## src/rtl/clock_divider_fifo_pkg.sv

```systemverilog
// Shared defaults and sizing helpers for the divided-clock FIFO block.
package clock_divider_fifo_pkg;

    localparam int DEF_CLOCK_RATE  = 50_000_000;
    localparam int DEF_OUTPUT_RATE = 153_600;
    localparam int DEF_DEPTH       = 64;
    localparam int DEF_WIDTH       = 8;

    // Occupancy needs one extra bit so that "full" (== DEPTH) is representable.
    function automatic int count_width(input int depth);
        return $clog2(depth) + 1;
    endfunction

    function automatic int half_period(input int clock_rate, input int output_rate);
        int h;
        h = clock_rate / (2 * output_rate);
        return (h < 1) ? 1 : h;
    endfunction

endpackage

```

## src/rtl/clock_divider_fifo_tick.sv

```systemverilog
// Square-wave divider: toggles o_clock every HALF cycles and strobes o_tick on each rise.
module clock_divider_tick
    import clock_divider_fifo_pkg::*;
#(
    parameter int CLOCK_RATE  = DEF_CLOCK_RATE,
    parameter int OUTPUT_RATE = DEF_OUTPUT_RATE
) (
    input  logic i_clock,
    input  logic i_reset_n,
    output logic o_clock,
    output logic o_tick
);

    localparam int HALF = half_period(CLOCK_RATE, OUTPUT_RATE);
    localparam int DW   = (HALF > 1) ? $clog2(HALF) : 1;

    logic [DW-1:0] r_count;
    logic          r_clock;
    logic          r_tick;
    logic          w_wrap;

    assign w_wrap = (r_count == DW'(HALF - 1));

    always_ff @(posedge i_clock or negedge i_reset_n) begin
        if (!i_reset_n) begin
            r_count <= '0;
            r_clock <= 1'b0;
            r_tick  <= 1'b0;
        end else begin
            r_count <= w_wrap ? '0 : r_count + DW'(1);
            r_clock <= w_wrap ? ~r_clock : r_clock;
            // Registered alongside r_clock so the strobe lines up with the first high cycle.
            r_tick  <= w_wrap & ~r_clock;
        end
    end

    assign o_clock = r_clock;
    assign o_tick  = r_tick;

endmodule

```

## src/rtl/clock_divider_fifo.sv

```systemverilog
// Clock divider plus an edge-triggered push/pop FIFO with registered status flags.
module clock_divider_fifo
    import clock_divider_fifo_pkg::*;
#(
    parameter int CLOCK_RATE  = DEF_CLOCK_RATE,
    parameter int OUTPUT_RATE = DEF_OUTPUT_RATE,
    parameter int DEPTH       = DEF_DEPTH,
    parameter int WIDTH       = DEF_WIDTH
) (
    input  logic                          i_clock,
    input  logic                          i_reset_n,
    output logic                          o_clock,
    output logic                          o_tick,
    input  logic                          i_write,
    input  logic [WIDTH-1:0]              i_wdata,
    input  logic                          i_read,
    output logic [WIDTH-1:0]              o_rdata,
    output logic                          o_empty,
    output logic                          o_full,
    output logic [count_width(DEPTH)-1:0] o_count
);

    localparam int AW = $clog2(DEPTH);
    localparam int CW = count_width(DEPTH);

    logic [WIDTH-1:0] r_mem [DEPTH];
    logic [AW-1:0]    r_wptr;
    logic [AW-1:0]    r_rptr;
    logic [CW-1:0]    r_count;
    logic             r_empty;
    logic             r_full;
    logic [WIDTH-1:0] r_rdata;
    logic             r_write_q;
    logic             r_read_q;

    logic             w_push_ev;
    logic             w_pop_ev;
    logic             w_do_push;
    logic             w_do_pop;
    logic [CW-1:0]    w_count_next;

    clock_divider_tick #(
        .CLOCK_RATE  (CLOCK_RATE),
        .OUTPUT_RATE (OUTPUT_RATE)
    ) u_div (
        .i_clock   (i_clock),
        .i_reset_n (i_reset_n),
        .o_clock   (o_clock),
        .o_tick    (o_tick)
    );

    assign w_push_ev = i_write & ~r_write_q;
    assign w_pop_ev  = i_read  & ~r_read_q;
    assign w_do_pop  = w_pop_ev & ~r_empty;
    // A pop in the same cycle frees the slot, so a full FIFO still accepts the push.
    assign w_do_push = w_push_ev & (~r_full | w_do_pop);

    always_comb begin
        w_count_next = r_count;
        case ({w_do_push, w_do_pop})
            2'b10:   w_count_next = r_count + CW'(1);
            2'b01:   w_count_next = r_count - CW'(1);
            default: w_count_next = r_count;
        endcase
    end

    always_ff @(posedge i_clock or negedge i_reset_n) begin
        if (!i_reset_n) begin
            r_write_q <= 1'b0;
            r_read_q  <= 1'b0;
            r_wptr    <= '0;
            r_rptr    <= '0;
            r_count   <= '0;
            r_empty   <= 1'b1;
            r_full    <= 1'b0;
            r_rdata   <= '0;
        end else begin
            r_write_q <= i_write;
            r_read_q  <= i_read;
            if (w_do_push) r_wptr <= r_wptr + AW'(1);
            if (w_do_pop) begin
                r_rptr  <= r_rptr + AW'(1);
                r_rdata <= r_mem[r_rptr];
            end
            r_count <= w_count_next;
            r_empty <= (w_count_next == '0);
            r_full  <= (w_count_next == CW'(DEPTH));
        end
    end

    // Storage is deliberately not reset; pointers alone define the valid contents.
    always_ff @(posedge i_clock) begin
        if (w_do_push) r_mem[r_wptr] <= i_wdata;
    end

    assign o_rdata = r_rdata;
    assign o_empty = r_empty;
    assign o_full  = r_full;
    assign o_count = r_count;

endmodule

```

## config.mk

```make
export PLATFORM = sky130hd
export DESIGN_NAME = clock_divider_fifo
export DESIGN_NICKNAME = d
export VERILOG_FILES = /design/src/rtl/clock_divider_fifo_pkg.sv /design/src/rtl/clock_divider_fifo_tick.sv /design/src/rtl/clock_divider_fifo.sv
export SDC_FILE = /design/constraint.sdc
export NUM_CORES = 1
export LEC_CHECK = 0
export ABC_AREA = 1
export BUFFER_PORTS_ARGS = -buffer_cell sky130_fd_sc_hd__clkbuf_2
export CORE_UTILIZATION = 45
export CTS_BUF_LIST = sky130_fd_sc_hd__clkbuf_8
export DETAILED_ROUTE_END_ITERATION = 7
export PLACE_DENSITY_LB_ADDON = 0.05
export REMOVE_ABC_BUFFERS = 1
export SETUP_SLACK_MARGIN = 0.2
export SYNTH_ARGS = -nofsm -noshare
export SYNTH_HDL_FRONTEND = slang
export SYNTH_HIERARCHICAL = 1
export SYNTH_SLANG_ARGS = --single-unit
```

## constraint.sdc

```tcl
create_clock -name i_clock -period 2.36 [get_ports i_clock]
set_input_delay 0.354 -clock i_clock [delete_from_list [all_inputs] [get_ports i_clock]]
set_output_delay 0.354 -clock i_clock [all_outputs]
set_load 0.01 [all_outputs]
```

==> impl_results.md <==
* Power share of the clock group at 25.3%
* Most frequent cells in the layout: nand2_1, edfxtp_1, nor2_1
* Fill cells at 4,581
* Sink Count at 553
* Worst-path clk slew at 0.06 ns
* Internal power at 0.0184 W
* Post-Syn Instances at 2,186
* Worst Tran Pin Value at 0.741 ns
* Max-slew violation count at 0
* Mean area per synthesized cell at 10.7 um^2
* Critical path endpoint category: flop
* Max_slew headroom at 50.6%
* Clock Skew at 0.0249 ns
* #FFs+latches synth at 553
* First-pass DRT Iterations at 5
* VDD IR max at 0.500 mV
* Area of the multi-input gates at 0.00608 mm^2
* Worst setup margin at 0.133 ns
* CTS root buffer: clkbuf_8
* Ports at 31
* Largest net degree at the start of global routing at 95
* Syn. warnings at 6
* Overflow after GRT at 0
* Maxcap violations at 0
* P_sw at 0.0116 W
* Die Area at 0.0527 mm^2
* Gr usage total at 23.7%
* Comb power frac at 36.5%
* Net Sw Frac at 38.5%
* Max Clock Freq at 449 MHz
* CTS Buf Count at 93
* # DRC at 0
* Setup repair after global routing missed its margin: true
* Area fraction of the dominant cell type after synthesis at 65.9%
* Drt total wl at 61,500 um
* Post-synth cell types at 27
* Status: completed
* CP arrival at 2.82 ns
* Synth area leaders: edfxtp_1, nand2_1, nand3_1, nor2_1, dfrtp_1
* Crit Path Class: flop to flop
* Routability cong. at 0.811
* Min Tclk post-route at 2.23 ns
* Pwr Density at 1110 mW/mm^2
* Avg WL per Cell at 19.8 um
* Final setup viols at 0
* Register area at 0.0164 mm^2
* Worst skew pair latency at 0.67 ns
* Total vias in the final route at 15.9k
* Die X-Extent at 230 um
* Vias per Instance at 5.12
* Vias in the first global route at 15.7k
* Tcrit/Tclk final at 94.4%
* Mapped Area at 0.0233 mm^2
* HP Class: input pin to flop
* CORE AREA at 0.0512 mm^2
* Worst Path Max Fanout at 3
* Chip height at 230 um
* Register share of total power at 38.3%
* PnR Total Power at 0.0300 W
* DRT iter0 DRCs at 1,224
* H-tree depth at 3
* Initial antenna violation count at 1
* TritonCTS clock tree: yes
* Detail Route Antenna Nets at 0
* Area growth syn-to-layout at 16.3%
* Row count at 83
* Port Buffers at 30
* Most common cell after layout, fill and taps aside: nand2_1
* Seq/Total Area, Yosys at 70.4%
* Ratio of cells with drive above 1 in the final layout at 13.8%
* Initial Utilization at 45.5%
* DP Wirelength at 36,300 um
* Final hold vios at 0
* Worst setup SP type: flop
* Max Root-Sink Buffers at 3
* Leak at 10.7 nW
* Pre-CTS setup slack at -0.121 ns
* Nets at 2,372
* Critical Path RT at 2.96 ns
* First-pass GRT wire length at 93,900 um
* Area leader, netlist: edfxtp_1
[sequential cells by signal, indices dropped and copies added (netlist names)]
name and flops:
o_rdata 8, u_div/o_tick 1, o_count 7, o_empty 1
r_write_q 1, r_mem 512, u_div/r_count 8, u_div/o_clock 1
r_rptr 6, r_read_q 1, r_wptr 6, o_full 1
[per-stage QoR]
| step | std cells | util [%] | hold slack, ns | area (um^2) | setup TNS [ns] |
|---|---|---|---|---|---|
| floorplan | 2075 | - | 0.0584 | 22700 | -64.28 |
| global placement | 2925 | 49.0 | 0.435 | 25100 | -0.432 |
| detailed placement | 2925 | 49.0 | 0.450 | 25100 | -0.428 |
| CTS | 3097 | 52.4 | 0.147 | 26800 | 0 |
| global route | 3105 | 52.9 | 0.181 | 27100 | -0.0489 |
| finish | 3105 | 52.9 | 0.184 | 27100 | 0 |
[worst paths after layout]
path                                  from      endpoint  slack (ns)  depth (start not counted)
worst min register to register  o_rdata[3]    o_rdata[3]        0.48                          2
worst min-delay path            i_wdata[5]  r_mem[38][5]        0.18                          2
min in group asynchronous        i_reset_n     r_write_q        0.28                          2
worst max-delay path              r_read_q       o_empty        0.13                         15
worst max register to register    r_read_q       o_empty        0.13                         15
max in group asynchronous        i_reset_n       o_empty        1.45                          3
[layer usage]
metal | wire (um) | GRT usage [%] | share of wire (%)
met4 | 1410 | 8.08 | 2.3
met2 | 29000 | 37.8 | 47
met1 | 28100 | 33.0 | 46
met5 | 0 | 0 | 0
met3 | 3020 | 3.90 | 4.9
[Yosys cell counts, drive strengths merged]
| master | number |
|---|---|
| nor2 | 274 |
| o21ai | 71 |
| ha | 7 |
| a21oi | 37 |
| clkbuf | 35 |
| inv | 102 |
| nand3 | 258 |
| buf | 76 |
| nand4 | 6 |
| nor4 | 1 |
| xnor2 | 3 |
| clkinv | 2 |
| dfrtp | 40 |
| dfstp | 1 |
| nor3 | 3 |
| xor2 | 11 |
| or2 | 1 |
| edfxtp | 512 |
| nand2 | 746 |
[critical path: stages, from the launching register on]
cell     delay (ns)
dfrtp_1        0.38
nor2_2         0.14
nand2_4        0.08
nand2_4        0.07
nand2_4        0.05
ha_4           0.18
xor2_2         0.18
ha_1           0.28
nand2_1        0.07
nand2_1        0.06
or2_4          0.24
nor2_4         0.10
nand3_2        0.08
nor2_2         0.08
nand2_1        0.07
nor2_1         0.10
[area by class of cell]
| cell class | instances | share of cell area, % |
|---|---|---|
| Clock buffer | 99 | 5.03 |
| Inverter | 104 | 1.51 |
| Sequential cell | 553 | 60.5 |
| Tap cell | 680 | 3.14 |
| Timing Repair Buffer | 183 | 6.34 |
| Clock inverter | 67 | 0.988 |
| Multi-Input combinational cell | 1418 | 22.4 |
| Antenna cell | 1 | 0.00923 |
[cells by family after synthesis]
kind of cell             synth area share, %
XOR/XNOR                               0.526
AO/OA/AOI/OAI                           2.32
flip-flops                              70.4
AND/OR/NAND/NOR                         22.3
buffers and inverters                   4.16
adder cells (fa/ha/maj)                0.376
[power by group through the flow]
stage / clock network, W / logic [W] / registers (W)
final: 0.00758 / 0.0109 / 0.0115
after global routing: 0.00818 / 0.0121 / 0.0115
after CTS: 0.00777 / 0.0105 / 0.0115
after detailed placement: 0 / 0.0104 / 0.0117
after global placement: 0 / 0.0104 / 0.0117
after floorplan: 0 / 0.00467 / 0.0121
[timing repair]
action / 4_1_cts / 5_1_grt
gates resized for setup: 14 / 46
hold buffers: 3 / 0
setup endpoints to repair: 59 / 319
endpoints found under the hold margin: 25 / 0
cloned: 0 / 2
pin swaps: 14 / 16
setup buffers: 3 / 5
Note: power is estimated with default switching activity, not from simulation.
